--- src/rtl/pipe_pkg.sv ---
// Shared pipeline types and constants for the ID/EX stage.
// Default widths, ALU-op width, EX control bundle and the bubble constant.
package pipe_pkg;

    localparam int DATA_W  = 32;
    localparam int REG_AW  = 5;
    localparam int ALUOP_W = 4;

    // Control bundle carried from decode into EX.
    typedef struct packed {
        logic               valid;
        logic               regwrite;
        logic               memread;
        logic               memwrite;
        logic [ALUOP_W-1:0] aluop;
    } ex_ctrl_t;

    // A bubble is an all-zero control bundle: no write, no memory access.
    localparam ex_ctrl_t BUBBLE_CTRL = '0;

    // Where an EX operand is taken from.
    typedef enum logic {
        SRC_REGFILE = 1'b0,
        SRC_MEM_FWD = 1'b1
    } opnd_src_e;

endpackage

--- src/rtl/id_hazard_detect.sv ---
// Hazard compare and stall generation for the decode slot.
// Optional feature: ID_EX_FORWARD_EN enables forwarding of non-load MEM-stage
// results; without it every MEM-stage match stalls instead.
module id_hazard_detect #(
    parameter int REG_AW = pipe_pkg::REG_AW
) (
    input  logic              rst_n,
    input  logic              id_valid,
    input  logic              flush,
    input  logic [REG_AW-1:0] id_rs,
    input  logic [REG_AW-1:0] id_rt,
    input  logic              id_use_rs,
    input  logic              id_use_rt,
    input  logic              ex_valid,
    input  logic              ex_regwrite,
    input  logic [REG_AW-1:0] ex_wreg,
    input  logic [REG_AW-1:0] mem_wreg,
    input  logic              mem_regwrite,
    input  logic              mem_memread,
    output logic              stall_o,
    output logic              fwd_a,
    output logic              fwd_b
);
    import pipe_pkg::*;

    logic w_ex_hit_a;
    logic w_ex_hit_b;
    logic w_mem_hit_a;
    logic w_mem_hit_b;
    logic w_mem_stall;

    // A source matches a producer only if it is really read, the producer
    // writes, and the target is not $0 (which is hard-wired to zero).
    function automatic logic src_match(
        input logic              use_src,
        input logic [REG_AW-1:0] src,
        input logic              regwrite,
        input logic [REG_AW-1:0] wreg
    );
        return use_src && regwrite && (src == wreg) && (wreg != '0);
    endfunction

    // Compare both sources against the EX and MEM producers.
    always_comb begin
        w_ex_hit_a  = src_match(id_use_rs, id_rs, ex_valid && ex_regwrite, ex_wreg);
        w_ex_hit_b  = src_match(id_use_rt, id_rt, ex_valid && ex_regwrite, ex_wreg);
        w_mem_hit_a = src_match(id_use_rs, id_rs, mem_regwrite, mem_wreg);
        w_mem_hit_b = src_match(id_use_rt, id_rt, mem_regwrite, mem_wreg);
    end

    // Decide stall versus forward for MEM-stage matches.
    always_comb begin
        // NOTE: every output of a combinational block gets a default first so no latch is inferred.
        w_mem_stall = 1'b0;
        fwd_a       = SRC_REGFILE;
        fwd_b       = SRC_REGFILE;
`ifdef ID_EX_FORWARD_EN
        // Load data is not ready until the end of MEM: stall; ALU results forward.
        w_mem_stall = (w_mem_hit_a || w_mem_hit_b) && mem_memread;
        fwd_a       = w_mem_hit_a && !mem_memread;
        fwd_b       = w_mem_hit_b && !mem_memread;
`else
        // No bypass path: wait until the producer reaches WB.
        w_mem_stall = w_mem_hit_a || w_mem_hit_b;
`endif
    end

    // Flush wins over stall; reset forces the request low.
    always_comb begin
        stall_o = rst_n && id_valid && !flush &&
                  (w_ex_hit_a || w_ex_hit_b || w_mem_stall);
    end

endmodule

--- src/rtl/id_ex_stage.sv ---
// ID/EX pipeline register with hazard stall and optional MEM-stage forwarding.
// Optional feature: ID_EX_FORWARD_EN selects mem_data into the operands when a
// non-load MEM-stage producer matches; otherwise operands come from the
// register file only.
module id_ex_stage #(
    parameter int DATA_W = pipe_pkg::DATA_W,
    parameter int REG_AW = pipe_pkg::REG_AW
) (
    input  logic                         clk,
    input  logic                         rst_n,
    input  logic                         id_valid,
    input  logic [REG_AW-1:0]            id_rs,
    input  logic [REG_AW-1:0]            id_rt,
    input  logic [REG_AW-1:0]            id_wreg,
    input  logic                         id_use_rs,
    input  logic                         id_use_rt,
    input  logic [DATA_W-1:0]            id_rdata1,
    input  logic [DATA_W-1:0]            id_rdata2,
    input  logic [DATA_W-1:0]            id_imm,
    input  logic                         id_regwrite,
    input  logic                         id_memread,
    input  logic                         id_memwrite,
    input  logic [pipe_pkg::ALUOP_W-1:0] id_aluop,
    input  logic [REG_AW-1:0]            mem_wreg,
    input  logic                         mem_regwrite,
    input  logic                         mem_memread,
    input  logic [DATA_W-1:0]            mem_data,
    input  logic                         flush,
    output logic                         stall_o,
    output logic                         ex_valid,
    output logic                         ex_regwrite,
    output logic                         ex_memread,
    output logic                         ex_memwrite,
    output logic [pipe_pkg::ALUOP_W-1:0] ex_aluop,
    output logic [REG_AW-1:0]            ex_wreg,
    output logic [DATA_W-1:0]            ex_opa,
    output logic [DATA_W-1:0]            ex_opb,
    output logic [DATA_W-1:0]            ex_imm
);
    import pipe_pkg::*;

    ex_ctrl_t            r_ctrl;
    logic [REG_AW-1:0]   r_wreg;
    logic [DATA_W-1:0]   r_opa;
    logic [DATA_W-1:0]   r_opb;
    logic [DATA_W-1:0]   r_imm;

    logic                w_stall;
    logic                w_fwd_a;
    logic                w_fwd_b;
    logic                w_load_bubble;
    ex_ctrl_t            w_id_ctrl;
    logic [DATA_W-1:0]   w_opa;
    logic [DATA_W-1:0]   w_opb;

    id_hazard_detect #(
        .REG_AW (REG_AW)
    ) u_hazard (
        .rst_n        (rst_n),
        .id_valid     (id_valid),
        .flush        (flush),
        .id_rs        (id_rs),
        .id_rt        (id_rt),
        .id_use_rs    (id_use_rs),
        .id_use_rt    (id_use_rt),
        .ex_valid     (r_ctrl.valid),
        .ex_regwrite  (r_ctrl.regwrite),
        .ex_wreg      (r_wreg),
        .mem_wreg     (mem_wreg),
        .mem_regwrite (mem_regwrite),
        .mem_memread  (mem_memread),
        .stall_o      (w_stall),
        .fwd_a        (w_fwd_a),
        .fwd_b        (w_fwd_b)
    );

    // Bundle decode controls and decide whether this edge loads a bubble.
    always_comb begin
        w_id_ctrl.valid    = id_valid;
        w_id_ctrl.regwrite = id_regwrite;
        w_id_ctrl.memread  = id_memread;
        w_id_ctrl.memwrite = id_memwrite;
        w_id_ctrl.aluop    = id_aluop;
        w_load_bubble      = w_stall || flush;
    end

`ifdef ID_EX_FORWARD_EN
    // Operand muxes: bypass the MEM-stage ALU result when it is newer.
    always_comb begin
        w_opa = (w_fwd_a == SRC_MEM_FWD) ? mem_data : id_rdata1;
        w_opb = (w_fwd_b == SRC_MEM_FWD) ? mem_data : id_rdata2;
    end
`else
    logic w_unused_fwd;

    // Operands come straight from the register file; the bypass inputs are idle.
    always_comb begin
        w_opa        = id_rdata1;
        w_opb        = id_rdata2;
        w_unused_fwd = ^{w_fwd_a, w_fwd_b, mem_data};
    end
`endif

    // ID/EX register: bubble on stall/flush, else capture the decode slot.
    always_ff @(posedge clk or negedge rst_n) begin
        if (!rst_n) begin
            // NOTE: sequential state uses non-blocking assignments so every register samples pre-edge values.
            r_ctrl <= BUBBLE_CTRL;
            r_wreg <= '0;
            r_opa  <= '0;
            r_opb  <= '0;
            r_imm  <= '0;
        end else if (w_load_bubble) begin
            r_ctrl <= BUBBLE_CTRL;
            r_wreg <= '0;
            r_opa  <= '0;
            r_opb  <= '0;
            r_imm  <= '0;
        end else begin
            r_ctrl <= w_id_ctrl;
            r_wreg <= id_wreg;
            r_opa  <= w_opa;
            r_opb  <= w_opb;
            r_imm  <= id_imm;
        end
    end

    // Drive the EX-side outputs from the pipeline register.
    always_comb begin
        stall_o     = w_stall;
        ex_valid    = r_ctrl.valid;
        ex_regwrite = r_ctrl.regwrite;
        ex_memread  = r_ctrl.memread;
        ex_memwrite = r_ctrl.memwrite;
        ex_aluop    = r_ctrl.aluop;
        ex_wreg     = r_wreg;
        ex_opa      = r_opa;
        ex_opb      = r_opb;
        ex_imm      = r_imm;
    end

endmodule

--- config.mk ---
export PLATFORM = sky130hd
export DESIGN_NAME = id_ex_stage
export DESIGN_NICKNAME = d
export VERILOG_FILES = /design/src/rtl/pipe_pkg.sv /design/src/rtl/id_hazard_detect.sv /design/src/rtl/id_ex_stage.sv
export SDC_FILE = /design/constraint.sdc
export NUM_CORES = 1
export LEC_CHECK = 0
export BUFFER_PORTS_ARGS = -buffer_cell sky130_fd_sc_hd__buf_2
export CAP_MARGIN = 5
export CORE_AREA = 2 2 118 120
export DETAILED_ROUTE_END_ITERATION = 8
export DIE_AREA = 0 0 120 122
export GPL_TIMING_DRIVEN = 0
export PLACE_DENSITY = 0.76
export SKIP_CTS_REPAIR_TIMING = 1
export SYNTH_ARGS = -nofsm -noshare
export SYNTH_HDL_FRONTEND = slang
export SYNTH_SLANG_ARGS = --single-unit
export TNS_END_PERCENT = 20
--- constraint.sdc ---
create_clock -name clk -period 2.05 [get_ports clk]
set_input_delay 0.205 -clock clk [delete_from_list [all_inputs] [get_ports clk]]
set_output_delay 0.205 -clock clk [all_outputs]
set_load 0.01 [all_outputs]
# ---- Word level (Yosys, flattened, before mapping)
# Index checks and enable logic that the tools add are counted.
dict set report word_totals {
  reg_bits 109
  output_inout_bits 110
  latchBits 0
  in_bits 163
  n_memories 0
  romBits 0
  word_cells 41
  ram_bits 0
}
dict set report op_classes {
  div 0
  bitwise_logic 0
  muxes 5
  shifts 0
  reduce_logical 23
  magnitude_cmp 0
  n_mul 0
  n_eq_ne 4
  addsub 0
}
# operator count
set ops {}
lappend ops {{$mux W32} 3}
lappend ops {{$eq A5 B5 Y1} 4}
lappend ops {{$logic_and A1 B1 Y1} 16}
lappend ops {{$reduce_bool A5 Y1} 2}
lappend ops {{$mux W8} 1}
lappend ops {{$mux W5} 1}
lappend ops {{$logic_or A1 B1 Y1} 4}
lappend ops {{$logic_not A1 Y1} 1}

# ---- Depth between registers and ports, before layout
# Gate-level depths: netlist of run 1.
dict set report logic_depth {
  word_depth 9
  depth_mapped 6
  mapped_depth_nobuf 4
}

# ---- Cells and area by module
# From an unflattened synthesis of run 1, not the netlist that was laid out.
dict set report unflattened {
  cells_unflattened 281
  area_unflattened_um2 4051.4
}
# mod cells_each seq_area_each_um2 instances area_each_um2
set modules_own_cells {}
lappend modules_own_cells {id_ex_stage 242 2727.6 1 3747.3}
lappend modules_own_cells {id_hazard_detect 39 0.0 1 304.0}

# ---- Worst setup path after synthesis of run 1
# OpenSTA, ideal clock, no wires.
dict set report synth_path {
  path_kind {flip-flop to output port}
  start {register r_wreg[0], in the netlist ex_wreg[0]}
  end {output stall_o}
  required_time_ps 1845
  setup_slack_ps 437
  stages_incl_launch_ff 7
  t_arrival_ps 1408
  cell_sequence {dfrtp_1 > xnor2_1 > nand4_1 > o22ai_2 > buf_6 > buf_8 > a22o_1}
}
dict set report synth_between {
  elab_chain_cells 6
  elab_cells_between_ends 10
  cone_classes {eq/ne: 2; reduce/logical: 8}
}
# element line
set synth_rtl {}
lappend synth_rtl {{from (decl)} id_ex_stage.sv:43} ;# logic [REG_AW-1:0] r_wreg;
lappend synth_rtl {{from (signal assigned)} id_ex_stage.sv:121} ;# r_wreg <= id_wreg;
lappend synth_rtl {{$eq A5 B5 Y1} id_hazard_detect.sv:40} ;# return use_src && regwrite && (src == wreg) && (wreg != '0);
lappend synth_rtl {{$logic_and A1 B1 Y1 (2 in series)} id_hazard_detect.sv:40}
lappend synth_rtl {{$logic_or A1 B1 Y1 (*) (2 in series)} id_hazard_detect.sv:71} ;# (w_ex_hit_a || w_ex_hit_b || w_mem_stall);
lappend synth_rtl {{$logic_and A1 B1 Y1 (*)} id_hazard_detect.sv:70} ;# stall_o = rst_n && id_valid && !flush &&
lappend synth_rtl {{to (decl)} id_ex_stage.sv:29} ;# output logic stall_o,
# Every way passes the cells marked *; elsewhere a longest branch is shown, timed or not.

# ---- Worst setup path in the final report of run 1
dict set report layout_path {
  start {register r_wreg[2], in the netlist ex_wreg[2]}
  end {output stall_o}
}
# The elaborated chain is that of the path after synthesis.

==> flow_metrics.py, run 1 <==
metrics = {
    "cts": {
        "clock_sinks": 109,
        "cts_buffers": 9,
        "clk_path_buf_depth": 2,
        "cts_root_buf": "clkbuf_16",
        "cts_tree": "built",
        "insertion_delay_ps": 360,
        "clk_pin_slew_worst_paths_ps": 70,
        "htree_levels": 3,
    },
    "hold_path": {
        "hold_depth": 3,
        "worstHoldStart": "id_rdata2[23]",
        "min_to": "ex_opb[23]",
        "hp-class": "in -> reg",
    },
    "global_routing": {
        "grt_pass1_vias": 4542,
        "grt_use_total": 0.2038,
        "grt_overflow_total": 0,
        "grt_pass1_wl_um": 23180,
        "grt_max_degree": 69,
        "antenna_found_initial": 5,
    },
    "synthesis": {
        "synth_nets": 588,
        "yosysTopAreaCell": "dfrtp_1",
        "synthCells": 425,
        "yosys_warnings": 0,
        "synth_compound_gate_area_share": 0.2860,
        "synth.distinct_cells": 19,
        "synth-simple-area-share": 0.1289,
        "synth_top_family_by_area": "compound AO/OA/AOI/OAI gates",
        "yosys.area.top_type_share": 0.4659,
        "netlist_area_um2": 5854,
        "muxShareOfSynthArea": 0,
        "synthTopCellsByArea": "dfrtp_1 47%, a221oi_2 28%, nand2b_1 12%",
        "synth_xor_area_frac": 0.02992,
        "synth_fa_ha_area_frac": 0,
        "syn_area_per_cell_um2": 13.77,
        "ys_ff_latch": 109,
        "synth.yosys.seq_area_share": 0.4659,
    },
    "sta": {
        "drv_slew": 0,
        "maxSlewHeadroom": 0.7768,
        "setup_slack_ps": 60.61,
        "final.period_utilization": 0.9704,
        "min_period_ps": 1989,
        "fin_worst_skew_ps": 5.529,
        "setup_viol": 0,
        "tns_ps": 0,
        "hold_violations": 0,
        "fmax_mhz": 502.7,
        "whs_ps": 83.19,
        "tightest_slew_ps": 334.8,
    },
    "routing": {
        "drtPass1Iterations": 4,
        "ant_nets": 0,
        "viasPerCell": 5.241,
        "post_drt_wl_per_cell_um": 17.85,
        "wl_um": 15560,
        "drc": 0,
        "vias": 4570,
        "drtIter0Drc": 265,
    },
    "cells_and_area": {
        "final_cell_mix": "240 x buf_2, 109 x nand2b_1, 109 x a221oi_2",
        "finalNetCount": 847,
        "final_common_cell": "buf_2",
        "area_growth_pct": 33.62,
        "drive_above_1_share": 0.6241,
        "final_area_um2": 7823,
    },
    "critical_path": {
        "crit_slowest_cell": "dfrtp_2",
        "reg2reg_slack_ps": 260,
        "worstPathRequired_ps": 1850,
        "worstSetupPathType": "reg -> out",
        "crit_path_start_kind": "register",
        "end_kind": "output port",
        "max_stage_delay_ps": 460,
        "rr_worst_depth": 7,
        "rr_startpoint": "ex_wreg[2]",
        "r2r-end": "ex_opa[5]",
        "worst-path-max-fanout": 12,
        "worstPathCellList": "xnor2_2 > nand4_1 > o22ai_2 > buf_8 > a22o_1 > buf_2",
        "worstPathArrival_ps": 1780,
    },
    "floorplanning": {
        "fp.coreArea_um2": 13500,
        "fp-row-count": 43,
        "chipWidth_um": 120,
        "dieArea_um2": 14640,
        "ioPinCount": 273,
        "die_h_um": 122,
        "start_util": 0.4335,
    },
    "placed_design": {
        "place_hpwl_um": 10740,
        "gp_congestion": 0.7707,
        "port_buffers": 238,
        "dp_worst_setup_slack_ps": -234.4,
        "placed_area_um2": 7301,
    },
    "pwr": {
        "p_leak_uw": 0.004028,
        "cellPowerDensity_nw_per_um2": 632.3,
        "irDropWorstVdd_uv": 389.2,
    },
    "run": {
        "max-cap-violations": 0,
    },
    "status": {
        "run_status": "complete, no violations",
    },
}
[per-stage QoR]
| step | utilization | power, uW | cells |
|---|---|---|---|
| after floorplan | - | 2774 | 425 |
| final | 0.5793 | 4946 | 872 |
| after detailed placement | 0.5406 | 3147 | 844 |
| after global routing | 0.5793 | 5166 | 872 |
| after CTS | 0.5629 | 4953 | 860 |
| after global placement | 0.5384 | 3118 | 843 |
[cells by family (layout without fill, tap and decap cells)]
kind of cell / after synthesis / count (layout)
compound gates: 114 / 114
xor+xnor: 20 / 20
buf+inv: 60 / 324
flops: 109 / 109
other cells: 0 / 3
simple gates: 122 / 122
[per-layer routing]
metal | share of wire | global-route usage | up-vias | routed length (um)
li1 | - | - | 2127 | -
met1 | 0.40 | 0.2445 | 2257 | 6227
met5 | 0.00051 | 0 | - | 8
met4 | 0.027 | 0.08897 | 2 | 416
met3 | 0.060 | 0.03933 | 29 | 938
met2 | 0.51 | 0.3565 | 155 | 7970
[critical path, delay by kind of cell (launching register included)]
kind,cells,cell delay (ps)
DFF,1,460
buffers and inverters,2,320
AOI/OAI and AO/OA,2,380
and+or+nand+nor,1,120
xor gates and xnor gates,1,150
[synth_stat cells (all sizes together)]
library cell and instances:
nand3b 1, a22o 1, nand2b 109, nor3 2
a21oi 2, xnor2 20, nand4 6, nor2 2
o22ai 2, a221oi 109, nand3 2, dfrtp 109
buf 48, clkbuf 12
[where the power goes]
group	internal, uW	switching [uW]
sequential	2260	39.3
combinational	405	448
clock	987	808
[registers in the layout, indices dropped and copies added (netlist names)]
signal	flops
ex_imm	32
ex_opa	32
ex_opb	32
ex_wreg	5
ex_aluop	4
ex_memread	1
ex_memwrite	1
ex_regwrite	1
ex_valid	1
[layout make-up]
cell class / count / area (um^2)
diodes: 3 / 7.507
plain buffers: 59 / 514.2
clock buffers: 11 / 242.7
clock inverters: 5 / 57.56
fillers: 1106 / 5682
multi-input cells: 256 / 2656
flip-flops and latches: 109 / 2733
well taps: 180 / 225.2
repair buffers: 249 / 1386
[how the worst max path moves through the flow]
stage / start / end / slack [ps] / cells after the start
floorplan: ex_wreg[0] / stall_o / 440 / 6
global placement: rst_n / stall_o / -1310 / 6
detailed placement: rst_n / stall_o / -230 / 7
CTS: rst_n / stall_o / -240 / 7
global route: ex_wreg[1] / stall_o / -30 / 6
finish: ex_wreg[2] / stall_o / 60 / 6
Note: power is estimated with default switching activity, not from simulation.
==> inputs of run 2 (changes only) <==
- CORE_AREA: 2 2 118 120 -> 2 2 120 122
- DIE_AREA: 0 0 120 122 -> 0 0 122 124
- PLACE_DENSITY: 0.76 -> 0.77
- clock period: 2.05 -> 1.75 ns (I/O delays scaled with it)
==> flow_metrics.py, run 2 (synthesis results as in run 1) <==
metrics = {
    "critical_path": {
        "rr_worst_depth": 7,
        "max_stage_delay_ps": 460,
        "crit_path_frequent_cell": "buf_12",
        "end_kind": "output port",
        "worstPathArrival_ps": 1800,
        "crit_start": "ex_wreg[3]",
        "crit_path_start_kind": "register",
        "worstSetupPathType": "reg -> out",
        "crit_slowest_cell": "dfrtp_2",
        "path_delay_family": "flip-flops",
        "worstPathCellList": "xnor2_2 > nand4_1 > o22ai_2 > buf_12 > buf_12 > a22o_1 > buf_2",
        "cp_num_cells": 7,
        "rr_startpoint": "ex_wreg[3]",
        "worst-path-max-fanout": 4,
        "worstPathRequired_ps": 1570,
        "cp_num_buf_inv": 3,
    },
    "routing": {
        "drtIter0Drc": 202,
        "ant_nets": 0,
        "drc": 0,
        "vias": 4601,
        "post_drt_wl_per_cell_um": 18.06,
        "drtPass1Iterations": 4,
        "viasPerCell": 5.319,
        "wl_um": 15620,
    },
    "cells_and_area": {
        "drive_above_1_share": 0.6248,
        "finalNonFillerCells": 865,
        "final_cell_mix": "241 x buf_2, 109 x nand2b_1, 109 x a221oi_2",
        "n_antenna_cell": 0,
        "n_fill_cell": 1149,
        "finalNetCount": 843,
        "area_growth_pct": 31.50,
        "final_common_cell": "buf_2",
        "post-route-util": 0.5611,
    },
    "sta": {
        "fmax_mhz": 506.9,
        "maxSlewHeadroom": 0.7606,
        "setup_viol": 1,
        "min_period_ps": 1973,
        "hold_violations": 65,
        "setup_slack_ps": -222.8,
        "whs_ps": -280.1,
        "final.period_utilization": 1.127,
        "rsz0062_at_grt": "yes",
        "fin_worst_skew_ps": 9.017,
        "tightest_slew_ps": 359.0,
        "drv_slew": 0,
    },
    "run": {
        "max-cap-violations": 0,
    },
    "global_routing": {
        "grt_pass1_vias": 4609,
        "grt_max_degree": 68,
        "grt_use_total": 0.2043,
        "antenna_found_initial": 0,
        "grt_overflow_total": 0,
        "grt_pass1_wl_um": 23760,
    },
    "status": {
        "violations": "hold timing, setup timing",
        "run_status": "finished, violations left",
    },
    "cts": {
        "clk_path_buf_depth": 2,
        "clock_sinks": 109,
        "insertion_delay_ps": 350,
        "cts_root_buf": "clkbuf_16",
        "cts_buffers": 9,
        "clk_pin_slew_worst_paths_ps": 70,
        "cts_tree": "built",
        "htree_levels": 3,
    },
    "pwr": {
        "irDropWorstVdd_uv": 443.1,
        "p_leak_uw": 0.003971,
        "cellPowerDensity_nw_per_um2": 746.1,
    },
    "floorplanning": {
        "ioPinCount": 273,
        "die_h_um": 124,
        "chipWidth_um": 122,
        "fp.coreArea_um2": 13720,
        "fp-row-count": 43,
        "dieArea_um2": 15130,
        "start_util": 0.4267,
    },
    "placed_design": {
        "place_hpwl_um": 11370,
        "gp_congestion": 0.8212,
        "port_buffers": 238,
        "dpl.cell_count": 844,
    },
    "hold_path": {
        "hp-class": "in -> async",
    },
}
## run 2: changes by cell type in the layout (fill, tap and decap cells not counted), moves of 2 or more
| cell | change |
|---|---|
| buf_16 | -3 |
| dlygate4sd3_1 | -3 |
| diode_2 | -3 |
| buf_4 | +2 |
| xnor2_1 | +2 |
| buf_12 | +2 |
| clkinv_4 | +2 |
| xnor2_2 | -2 |
## run 2: worst paths after layout
kind                              endpoint  slack [ps]
worst max-delay path               stall_o        -220
worst min-delay path             ex_opa[1]        -280
worst max register to register   ex_imm[8]          80
worst min register to register  ex_opb[30]        1100
max in group asynchronous        ex_imm[1]        1480
min in group clk                ex_imm[28]          60
## run 2: area by class of cell
class                           instances  area [um^2]  share of cell area
Buffer                                 60        536.8             0.06972
Clock buffer                            9        225.2             0.02925
Clock inverter                          7        73.82            0.009589
Multi-Input combinational cell        256         2641              0.3431
Sequential cell                       109         2733              0.3549
Tap cell                              180        225.2             0.02925
Timing Repair Buffer                  244         1264              0.1641
## run 2: report_power, final
group | switching, uW | internal [uW] | leakage, uW
logic | 519 | 444 | 0.00243
clock network | 969 | 1120 | 0.000146
registers | 49.9 | 2650 | 0.00140
total | 1540 | 4210 | 0.00397
## run 2: per-layer routing
layer,share of wire,track usage,vias to the layer above
met5,0,0,-
met4,0.026,0.09483,0
met3,0.070,0.04075,24
met2,0.50,0.3478,211
met1,0.41,0.2501,2256
li1,-,-,2110
## run 2: metrics by stage
| step | hold slack (ps) | TNS, ps | total power [uW] | cell area [um^2] | setup WS, ps |
|---|---|---|---|---|---|
| finish | -280.1 | -222.8 | 5744 | 7699 | -222.8 |
| detailed placement | 340.9 | -29120 | 3697 | 7293 | -351.0 |
| floorplan | -120.6 | 0 | 3250 | 5854 | 167.5 |
| global placement | 424.1 | -238910 | 3661 | 7271 | -1580 |
| global route | -267.4 | -288.4 | 5995 | 7699 | -288.4 |
| CTS | -39.87 | -507.1 | 5778 | 7592 | -507.1 |
## run 2: worst reg2reg max path: cells and delay by family, from the launching register on
family	cells	cell delay, ps
simple gates	1	120
flops	1	460
compound gates	2	300
xor+xnor	1	180
buf+inv	3	490
==> inputs of run 3 (changes only) <==
- CORE_AREA: 2 2 120 122 -> 2 2 118 120
- CTS_BUF_LIST: unset -> sky130_fd_sc_hd__clkbuf_4 sky130_fd_sc_hd__clkbuf_8 sky130_fd_sc_hd__clkbuf_16
- DIE_AREA: 0 0 122 124 -> 0 0 120 122
- PLACE_DENSITY: 0.77 -> 0.76
- clock period: 1.75 -> 2.2 ns (I/O delays scaled with it)
==> flow_metrics.py, run 3 (synthesis results as in run 1) <==
metrics = {
    "pwr": {
        "p_leak_uw": 0.004006,
        "irDropWorstVdd_uv": 365.2,
        "p_int_uw": 3405,
        "pwr-share-comb": 0.170,
        "cellPowerDensity_nw_per_um2": 593.6,
        "swShare": 0.2621,
        "p_clk_frac": 0.367,
        "switching_power_uw": 1210,
        "power_frac_seq": 0.464,
        "finalPower_uw": 4615,
    },
    "sta": {
        "maxSlewHeadroom": 0.7674,
        "final.period_utilization": 0.9566,
        "fin_worst_skew_ps": 6.061,
        "fmax_mhz": 475.2,
        "tightest_slew_ps": 349.0,
        "min_period_ps": 2105,
        "hold_violations": 0,
        "setup_viol": 0,
        "drv_slew": 0,
    },
    "floorplanning": {
        "chipWidth_um": 120,
        "dieArea_um2": 14640,
        "fp-row-count": 43,
        "ioPinCount": 273,
        "start_util": 0.4335,
        "fp.coreArea_um2": 13500,
        "die_h_um": 122,
    },
    "critical_path": {
        "worst-path-max-fanout": 10,
        "worstPathArrival_ps": 1880,
        "worstPathCellList": "xnor2_1 > nand4_1 > o22ai_2 > buf_8 > buf_8 > a22o_1 > buf_2",
        "crit_slowest_cell": "dfrtp_1",
        "crit_path_start_kind": "register",
        "rr_worst_depth": 7,
        "max_stage_delay_ps": 450,
        "worstPathRequired_ps": 1980,
        "worstSetupPathType": "reg -> out",
        "rr_startpoint": "ex_wreg[4]",
        "end_kind": "output port",
        "crit_path_frequent_cell": "buf_8",
        "reg2reg_slack_ps": 460,
        "r2r-end": "ex_opb[17]",
    },
    "run": {
        "max-cap-violations": 0,
    },
    "placed_design": {
        "dpl.cell_count": 844,
        "port_buffers": 238,
        "gp_congestion": 0.7707,
        "place_hpwl_um": 10740,
    },
    "cells_and_area": {
        "finalNetCount": 847,
        "final_common_cell": "buf_2",
        "area_growth_pct": 32.81,
        "finalNonFillerCells": 872,
        "final_cell_mix": "241 x buf_2, 109 x nand2b_1, 109 x a221oi_2, 109 x dfrtp_1, 30 x buf_6",
        "drive_above_1_share": 0.6110,
        "n_fill_cell": 1105,
    },
    "cts": {
        "cts_tree": "built",
        "clk_path_buf_depth": 2,
        "insertion_delay_ps": 360,
        "clk_pin_slew_worst_paths_ps": 70,
        "cts_root_buf": "clkbuf_16",
        "cts_buffers": 9,
        "clock_sinks": 109,
        "htree_levels": 3,
    },
    "routing": {
        "post_drt_wl_per_cell_um": 17.88,
        "wl_um": 15590,
        "viasPerCell": 5.197,
        "drc": 0,
        "ant_nets": 0,
        "vias": 4532,
        "drtPass1Iterations": 4,
        "drtIter0Drc": 238,
    },
    "hold_path": {
        "hp-class": "in -> reg",
        "hold_depth": 3,
        "min_to": "ex_opa[10]",
        "worstHoldStart": "id_rdata1[10]",
    },
    "status": {
        "run_status": "complete, no violations",
    },
    "global_routing": {
        "antenna_found_initial": 5,
        "grt_use_total": 0.2038,
        "grt_pass1_vias": 4543,
        "grt_overflow_total": 0,
        "grt_pass1_wl_um": 23180,
        "grt_max_degree": 69,
    },
}
==> run 3: cell count changes in the layout (fill, tap and decap cells not counted), moves of 3 or more <==
cell           delta
buf_16            +3
buf_12            -3
dfrtp_2           -4
buf_4             -3
xnor2_2           -4
xnor2_1           +4
dlygate4sd3_1     +3
diode_2           +3
dfrtp_1           +4
==> run 3: worst max-delay path by stage <==
stage	startpoint	end	slack, ps	cells after the start
floorplan	ex_wreg[0]	stall_o	570	6
global placement	rst_n	stall_o	-1190	6
detailed placement	rst_n	stall_o	-110	7
CTS	rst_n	stall_o	-120	7
global route	ex_wreg[3]	stall_o	-2	7
finish	ex_wreg[4]	stall_o	100	7
==> run 3: area by class of cell <==
cell class              count  area [um^2]  share of cell area
flip-flops and latches    109         2728              0.3508
multi-input cells         256         2611              0.3359
repair buffers            248         1373              0.1765
plain buffers              60        526.8             0.06775
clock buffers              11        246.5             0.03170
well taps                 180        225.2             0.02897
clock inverters             5        57.56            0.007403
diodes                      3        7.507           0.0009656
==> run 3: through the flow <==
| stage | area [um^2] | hold slack, ps | util | setup TNS (ps) | setup WS, ps |
|---|---|---|---|---|---|
| 2_1_floorplan | 5854 | -75.59 | - | 0 | 572.5 |
| 5_1_grt | 7775 | 95.58 | 0.5757 | -2.447 | -2.447 |
| 4_1_cts | 7605 | -141.7 | 0.5631 | -123.2 | -123.2 |
| 3_5_place_dp | 7301 | 241.8 | 0.5406 | -251.7 | -114.4 |
| 3_3_place_gp | 7271 | 468.3 | 0.5384 | -147010 | -1187 |
| 6_report | 7775 | 97.26 | 0.5757 | 0 | 95.44 |
==> run 3: worst max-delay path: cells and delay by family, from the launching register on <==
family | cells | cell delay, ps
AOI/OAI and AO/OA | 2 | 370
and+or+nand+nor | 1 | 120
DFF | 1 | 450
xor gates and xnor gates | 1 | 190
buffers and inverters | 3 | 400
==> run 3: power groups by stage <==
stage	registers, uW	clock network, uW	logic [uW]
floorplan	2230	0	352
global placement	2180	0	729
detailed placement	2180	0	755
CTS	2140	1730	758
global route	2150	1810	856
finish	2140	1690	784
==> run 3: metal layers <==
layer | share of wire | GRT usage
met3 | 0.062 | 0.03933
met1 | 0.40 | 0.2445
met2 | 0.52 | 0.3565
met5 | 0.00045 | 0
met4 | 0.022 | 0.08897
